--- src/rtl/dmem_pkg.sv ---
// Shared constants for the data-memory arbiter: FSM encoding, port ids, latency limit.
package dmem_pkg;
    localparam logic [1:0] S_IDLE   = 2'd0;
    localparam logic [1:0] S_ACCESS = 2'd1;
    localparam logic [1:0] S_RESP   = 2'd2;

    localparam logic PORT_A = 1'b0;
    localparam logic PORT_B = 1'b1;

    localparam int LAT_MAX = 15;
endpackage

--- src/rtl/dmem_arbiter_if.sv ---
// Bundle of the two requester ports plus the memory-side bus of the data-memory arbiter.
interface dmem_arbiter_if #(
    parameter int ADDR_W = 32,
    parameter int DATA_W = 32
);
    logic              a_req;
    logic              a_we;
    logic [ADDR_W-1:0] a_addr;
    logic [DATA_W-1:0] a_wdata;
    logic [DATA_W-1:0] a_rdata;
    logic              a_done;

    logic              b_req;
    logic              b_we;
    logic [ADDR_W-1:0] b_addr;
    logic [DATA_W-1:0] b_wdata;
    logic [DATA_W-1:0] b_rdata;
    logic              b_done;

    logic [ADDR_W-1:0] mem_addr;
    logic [DATA_W-1:0] mem_wdata;
    logic              mem_write;
    logic              mem_read;
    logic [DATA_W-1:0] mem_rdata;
    logic              busy;

    modport slave (
        input  a_req, a_we, a_addr, a_wdata,
        input  b_req, b_we, b_addr, b_wdata,
        input  mem_rdata,
        output a_rdata, a_done, b_rdata, b_done,
        output mem_addr, mem_wdata, mem_write, mem_read, busy
    );

    modport master (
        output a_req, a_we, a_addr, a_wdata,
        output b_req, b_we, b_addr, b_wdata,
        output mem_rdata,
        input  a_rdata, a_done, b_rdata, b_done,
        input  mem_addr, mem_wdata, mem_write, mem_read, busy
    );
endinterface

--- src/rtl/dmem_arbiter_rr_arb2.sv ---
// Two-way round-robin pick: on a tie the port that did not win last time is granted.
module rr_arb2
    import dmem_pkg::*;
(
    input  logic i_a_req,
    input  logic i_b_req,
    input  logic i_ptr,
    output logic o_gnt_valid,
    output logic o_gnt_id
);
    always_comb begin
        o_gnt_valid = i_a_req | i_b_req;
        o_gnt_id    = PORT_A;
        if (i_a_req && i_b_req) begin
            o_gnt_id = (i_ptr == PORT_A) ? PORT_B : PORT_A;
        end else if (i_b_req) begin
            o_gnt_id = PORT_B;
        end
    end
endmodule

--- src/rtl/dmem_arbiter.sv ---
// Single-port data-memory arbiter: grants A or B, holds strobes LAT cycles, returns data + done.
// state    | meaning
// S_IDLE   | waiting for a request; grant latches owner and request fields
// S_ACCESS | memory strobes driven from latched fields for LAT cycles
// S_RESP   | one-cycle done pulse to the owner, strobes low
module dmem_arbiter
    import dmem_pkg::*;
#(
    parameter int ADDR_W = 32,
    parameter int DATA_W = 32,
    parameter int LAT    = 1,
    parameter int CNT_W  = 4
) (
    input logic           i_clk,
    input logic           i_rst,
    dmem_arbiter_if.slave bus
);
    generate
        if (LAT < 1 || LAT > LAT_MAX) begin : g_lat_check
            $error("dmem_arbiter: LAT must be in 1..15");
        end
    endgenerate

    localparam logic [CNT_W-1:0] CNT_INIT = CNT_W'(LAT - 1);

    logic [1:0]        r_state;
    logic              r_owner;
    logic              r_ptr;
    logic              r_we;
    logic [ADDR_W-1:0] r_addr;
    logic [DATA_W-1:0] r_wdata;
    logic [CNT_W-1:0]  r_cnt;
    logic [DATA_W-1:0] r_a_rdata;
    logic [DATA_W-1:0] r_b_rdata;

    logic w_gnt_valid;
    logic w_gnt_id;

    rr_arb2 u_rr_arb2 (
        .i_a_req     (bus.a_req),
        .i_b_req     (bus.b_req),
        .i_ptr       (r_ptr),
        .o_gnt_valid (w_gnt_valid),
        .o_gnt_id    (w_gnt_id)
    );

    always_ff @(posedge i_clk or posedge i_rst) begin
        if (i_rst) begin
            r_state   <= S_IDLE;
            r_owner   <= PORT_A;
            r_ptr     <= PORT_B;
            r_we      <= 1'b0;
            r_addr    <= '0;
            r_wdata   <= '0;
            r_cnt     <= '0;
            r_a_rdata <= '0;
            r_b_rdata <= '0;
        end else begin
            case (r_state)
                S_IDLE: begin
                    if (w_gnt_valid) begin
                        r_state <= S_ACCESS;
                        r_owner <= w_gnt_id;
                        r_ptr   <= w_gnt_id;
                        r_cnt   <= CNT_INIT;
                        if (w_gnt_id == PORT_B) begin
                            r_we    <= bus.b_we;
                            r_addr  <= bus.b_addr;
                            r_wdata <= bus.b_wdata;
                        end else begin
                            r_we    <= bus.a_we;
                            r_addr  <= bus.a_addr;
                            r_wdata <= bus.a_wdata;
                        end
                    end
                end
                S_ACCESS: begin
                    if (r_cnt == '0) begin
                        // Read data is combinational from memory on the last strobe cycle.
                        if (!r_we) begin
                            if (r_owner == PORT_B) r_b_rdata <= bus.mem_rdata;
                            else                   r_a_rdata <= bus.mem_rdata;
                        end
                        r_state <= S_RESP;
                    end else begin
                        r_cnt <= r_cnt - 1'b1;
                    end
                end
                S_RESP:  r_state <= S_IDLE;
                default: r_state <= S_IDLE;
            endcase
        end
    end

    assign bus.mem_addr  = r_addr;
    assign bus.mem_wdata = r_wdata;
    assign bus.mem_write = (r_state == S_ACCESS) &&  r_we;
    assign bus.mem_read  = (r_state == S_ACCESS) && !r_we;
    assign bus.busy      = (r_state != S_IDLE);
    assign bus.a_done    = (r_state == S_RESP) && (r_owner == PORT_A);
    assign bus.b_done    = (r_state == S_RESP) && (r_owner == PORT_B);
    assign bus.a_rdata   = r_a_rdata;
    assign bus.b_rdata   = r_b_rdata;
endmodule

--- src/flat_wrapper.sv ---
// flat-port wrapper written by rule: the top's interface ports become plain ports
module dmem_arbiter_flat import dmem_pkg::*;
#(
    parameter int ADDR_W = 32,
    parameter int DATA_W = 32,
    parameter int LAT    = 1,
    parameter int CNT_W  = 4
)
  (i_clk, i_rst, bus_a_req, bus_a_we, bus_a_addr, bus_a_wdata, bus_b_req, bus_b_we, bus_b_addr, bus_b_wdata, bus_mem_rdata, bus_a_rdata, bus_a_done, bus_b_rdata, bus_b_done, bus_mem_addr, bus_mem_wdata, bus_mem_write, bus_mem_read, bus_busy);
  dmem_arbiter_if #(.ADDR_W(ADDR_W), .DATA_W(DATA_W)) bus_i ();
  input logic i_clk;
  input logic i_rst;
  input wire logic [$bits(bus_i.a_req)-1:0] bus_a_req;
  input wire logic [$bits(bus_i.a_we)-1:0] bus_a_we;
  input wire logic [$bits(bus_i.a_addr)-1:0] bus_a_addr;
  input wire logic [$bits(bus_i.a_wdata)-1:0] bus_a_wdata;
  input wire logic [$bits(bus_i.b_req)-1:0] bus_b_req;
  input wire logic [$bits(bus_i.b_we)-1:0] bus_b_we;
  input wire logic [$bits(bus_i.b_addr)-1:0] bus_b_addr;
  input wire logic [$bits(bus_i.b_wdata)-1:0] bus_b_wdata;
  input wire logic [$bits(bus_i.mem_rdata)-1:0] bus_mem_rdata;
  output wire logic [$bits(bus_i.a_rdata)-1:0] bus_a_rdata;
  output wire logic [$bits(bus_i.a_done)-1:0] bus_a_done;
  output wire logic [$bits(bus_i.b_rdata)-1:0] bus_b_rdata;
  output wire logic [$bits(bus_i.b_done)-1:0] bus_b_done;
  output wire logic [$bits(bus_i.mem_addr)-1:0] bus_mem_addr;
  output wire logic [$bits(bus_i.mem_wdata)-1:0] bus_mem_wdata;
  output wire logic [$bits(bus_i.mem_write)-1:0] bus_mem_write;
  output wire logic [$bits(bus_i.mem_read)-1:0] bus_mem_read;
  output wire logic [$bits(bus_i.busy)-1:0] bus_busy;
  assign bus_i.a_req = bus_a_req;
  assign bus_i.a_we = bus_a_we;
  assign bus_i.a_addr = bus_a_addr;
  assign bus_i.a_wdata = bus_a_wdata;
  assign bus_i.b_req = bus_b_req;
  assign bus_i.b_we = bus_b_we;
  assign bus_i.b_addr = bus_b_addr;
  assign bus_i.b_wdata = bus_b_wdata;
  assign bus_i.mem_rdata = bus_mem_rdata;
  assign bus_a_rdata = bus_i.a_rdata;
  assign bus_a_done = bus_i.a_done;
  assign bus_b_rdata = bus_i.b_rdata;
  assign bus_b_done = bus_i.b_done;
  assign bus_mem_addr = bus_i.mem_addr;
  assign bus_mem_wdata = bus_i.mem_wdata;
  assign bus_mem_write = bus_i.mem_write;
  assign bus_mem_read = bus_i.mem_read;
  assign bus_busy = bus_i.busy;
  dmem_arbiter #(.ADDR_W(ADDR_W), .DATA_W(DATA_W), .LAT(LAT), .CNT_W(CNT_W)) u_core (.i_clk(i_clk), .i_rst(i_rst), .bus(bus_i));
endmodule
--- config.mk ---
export PLATFORM = sky130hd
export DESIGN_NAME = dmem_arbiter_flat
export DESIGN_NICKNAME = d
export VERILOG_FILES = /design/src/rtl/dmem_pkg.sv /design/src/rtl/dmem_arbiter_if.sv /design/src/rtl/dmem_arbiter_rr_arb2.sv /design/src/rtl/dmem_arbiter.sv /design/src/flat_wrapper.sv
export SDC_FILE = /design/constraint.sdc
export NUM_CORES = 1
export LEC_CHECK = 0
export CAP_MARGIN = 10
export CORE_MARGIN = 1
export CORE_UTILIZATION = 44
export DETAILED_ROUTE_END_ITERATION = 6
export PLACE_DENSITY = 0.9
export SYNTH_ARGS = -nofsm -noshare
export SYNTH_HDL_FRONTEND = slang
export SYNTH_SLANG_ARGS = --single-unit
--- constraint.sdc ---
create_clock -name i_clk -period 9.8 [get_ports i_clk]
set_input_delay 2.45 -clock i_clk [delete_from_list [all_inputs] [get_ports i_clk]]
set_output_delay 2.45 -clock i_clk [all_outputs]
set_load 0.1 [all_outputs]
==> impl_metrics.csv <==
group,metric,value,unit
worst_setup_path,reg2reg_slack,7.34,ns
detailed_routing,drt_wl_total,18500,µm
worst_setup_path,setup.worst_path.start,"u_core.r_state[1]",
floorplanning,ios,299,
detailed_routing,drt_pass1_iterations,5,
final_layout,final_cell_area,9703,µm²
worst_setup_path,crit_path_max_fanout,10,
synth,ys_seq_area_share,55.78,%
synth,syn_area,6148,µm²
cts,cts.sinks,137,
worst_setup_path,critPathCaptureType,"primary output",
worst_setup_path,slowest_delay,1.17,ns
grt,grt_max_degree,80,
synth,synth.distinct_cells,33,
detailed_routing,drtIter0Drc,265,
worst_setup_path,required,7.35,ns
grt,grt-ovfl-total,0,
run,drv_cap,0,
cts,cts.hold.buffers_added,0,
grt,antenna_found_initial,0,
worst_setup_path,regToRegStartpoint,"u_core.r_cnt[0]",
worst_setup_path,reg2reg_depth,5,
synth,syn_inst,547,
worst_setup_path,startpoint_type,"flip-flop",
sta,finalHoldViolCount,0,
worst_setup_path,slowest_stage,"clkdlybuf4s50_1",
worst_setup_path,worstSetupPathType,"flip-flop to primary output",
worst_hold_path,worstHoldEndpoint,"u_core.bus.a_rdata[30]",
grt,grt_pass1_vias,5439,
detailed_routing,viasPerCell,5.289,
worst_setup_path,r2r_end,"u_core.bus.a_rdata[13]",
final_layout,drive_above_1_share,13.23,%
sta,finalCriticalPeriod,4.930,ns
final_layout,n_fill_cell,946,
floorplanning,num_rows,42,
synth,ys_warn_count,0,
cts,clock_latency,0.41,ns
sta,drv_slew,0,
cts,cts_max_level,4,
synth,synth-seq-cells,137,
place,portBuffers,298,
sta,fin_setup_tns,0,ns
cts,clk_path_buf_depth,2,
detailed_routing,ant_nets,0,
place,place_area,9150,µm²
sta,fmaxAchievable,0.2028,GHz
final_layout,area_growth,57.81,%
floorplanning,die_y,120.2,µm
cts,clk_pin_slew,0.06,ns
cts,post_cts_buffers,0,
synth,syn_nets,715,
sta,setup_violations,0,
worst_setup_path,critPathArrivalTime,2.48,ns
floorplanning,die-width,120.2,µm
final_layout,fin_nets,994,
sta,relSlewSlack,26.94,%
grt,grt_pass1_wl,28860,µm
cts,cts_tree,"done",
worst_setup_path,path_cells,"nand2b_1 -> nor2_1 -> clkdlybuf4s50_1",
synth,syn_avg_cell_area,11.24,µm²
worst_hold_path,hold_path_class,"flip-flop to flip-flop",
floorplanning,start_util,45.70,%
worst_hold_path,hold_depth,1,
place,place.detailed.hpwl,13120,µm
detailed_routing,vias,5368,
sta,min_period_over_period,50.31,%
detailed_routing,drc,0,
detailed_routing,wl_per_cell,18.23,µm
final_layout,diodes,0,
place,gp_congestion,0.8113,
floorplanning,fp.dieArea,14450,µm²
sta,worst_slew_pin_slew,1.093,ns
sta,grt_setup_unrepaired,"false",
outcome,outcome,"complete, no violations",
grt,grtUsageTotal,26.17,%
floorplanning,core_region_area,13450,µm²
sta,skew,0.01065,ns
worst_hold_path,hold_start,"u_core.bus.a_rdata[30]",
cts,clockRootBuffer,"clkbuf_16",
cts,post_cts.resized_instances,0,
cts,numCtsBuffers,17,
-- stage by stage --
stage / hold slack, ns / instances / util, % / setup WS, ns
floorplan: 0.5096 / 547 / - / 3.684
global placement: 0.4872 / 983 / 68.02 / 5.173
detailed placement: 0.4913 / 983 / 68.02 / 5.113
CTS: 0.5082 / 1015 / 72.13 / 4.848
global route: 0.5268 / 1015 / 72.13 / 4.737
finish: 0.5067 / 1015 / 72.13 / 4.870
-- cell usage after synthesis --
cell,instances,area [µm²]
a21bo_2,1,10.01
a21boi_0,1,7.510
a21oi_1,67,335.3
a221o_1,1,10.01
a31oi_1,66,412.9
and2_1,2,12.51
buf_1,8,30.03
buf_12,6,120.1
buf_6,2,22.52
clkbuf_1,28,105.1
dfrtp_1,136,3403
dfstp_2,1,26.28
ha_1,2,25.02
inv_1,6,22.52
mux2_2,4,45.04
mux2_4,60,900.9
nand2_1,130,488.0
nand2b_1,1,6.260
nand3_1,1,5.000
nor2_1,5,18.77
nor2b_1,2,12.51
nor3b_1,3,22.52
nor4_1,1,6.260
o21ai_0,2,10.01
o21bai_1,1,7.510
o221ai_1,1,8.760
o22ai_1,2,12.51
o31ai_1,1,7.510
or2_2,1,6.260
or3_1,1,6.260
or3b_4,1,11.26
or4_1,1,7.510
or4_4,2,22.52
-- flip-flops by register name (all words and copies together), names as in the netlist --
register              count
u_core.r_ptr              1
u_core.r_cnt              4
u_core.r_we               1
u_core.r_state            2
u_core.r_owner            1
u_core.bus.a_rdata       32
u_core.bus.mem_addr      32
u_core.bus.b_rdata       32
u_core.bus.mem_wdata     32
-- per-layer routing --
layer	GRT usage (%)	vias to the layer above	routed length (µm)
met1	29.99	2586	7099
met2	44.68	265	9276
met5	0	-	0
met3	8.208	42	1455
li1	-	2475	-
met4	11.88	0	668
-- area by class of cell --
type	instances	area, µm²	area share, %
Tap cell	176	220.2	2.270
Timing Repair Buffer	304	3028	31.21
Clock inverter	14	123.9	1.277
Sequential cell	137	3430	35.34
Multi-Input combinational cell	360	2445	25.20
Clock buffer	18	429.2	4.423
Inverter	6	27.53	0.2837
-- worst max-delay path: cells and delay by family, from the launching register on --
kind,cells,cell delay (ns)
buffers and inverters,1,1.17
AND/OR/NAND/NOR,2,0.46
flip-flops,1,0.44
-- placed cells by master, fill, tap and decap left out, drive strengths merged, types with 4 or more instances in the layout --
| cell type | synthesis | final |
|---|---|---|
| buf | 16 | 6 |
| clkbuf | 28 | 18 |
| clkinv | 0 | 6 |
| nand2 | 130 | 130 |
| clkdlybuf4s50 | 0 | 298 |
| nor2 | 5 | 5 |
| inv | 6 | 9 |
| dfrtp | 136 | 136 |
| a31oi | 66 | 66 |
| mux2 | 64 | 64 |
| clkinvlp | 0 | 4 |
| a21oi | 67 | 67 |
-- cell families after synthesis --
kind of cell / share of synthesized area, %
buf+inv: 4.884
simple gates: 10.18
fa+ha+maj: 0.4069
flops: 55.78
mux: 15.38
compound gates: 13.37
-- worst max-delay path by stage --
stage	end	cells past startpoint
after floorplan	u_core.bus.a_rdata[0]	1
after global placement	u_core.bus.mem_addr[13]	5
after detailed placement	u_core.bus.mem_addr[15]	5
after CTS	bus_mem_read	3
after global routing	bus_mem_read	3
final	bus_mem_read	3
Power is not shown: default switching activity piles up to over one toggle a cycle in this logic, so the estimate is an artifact.
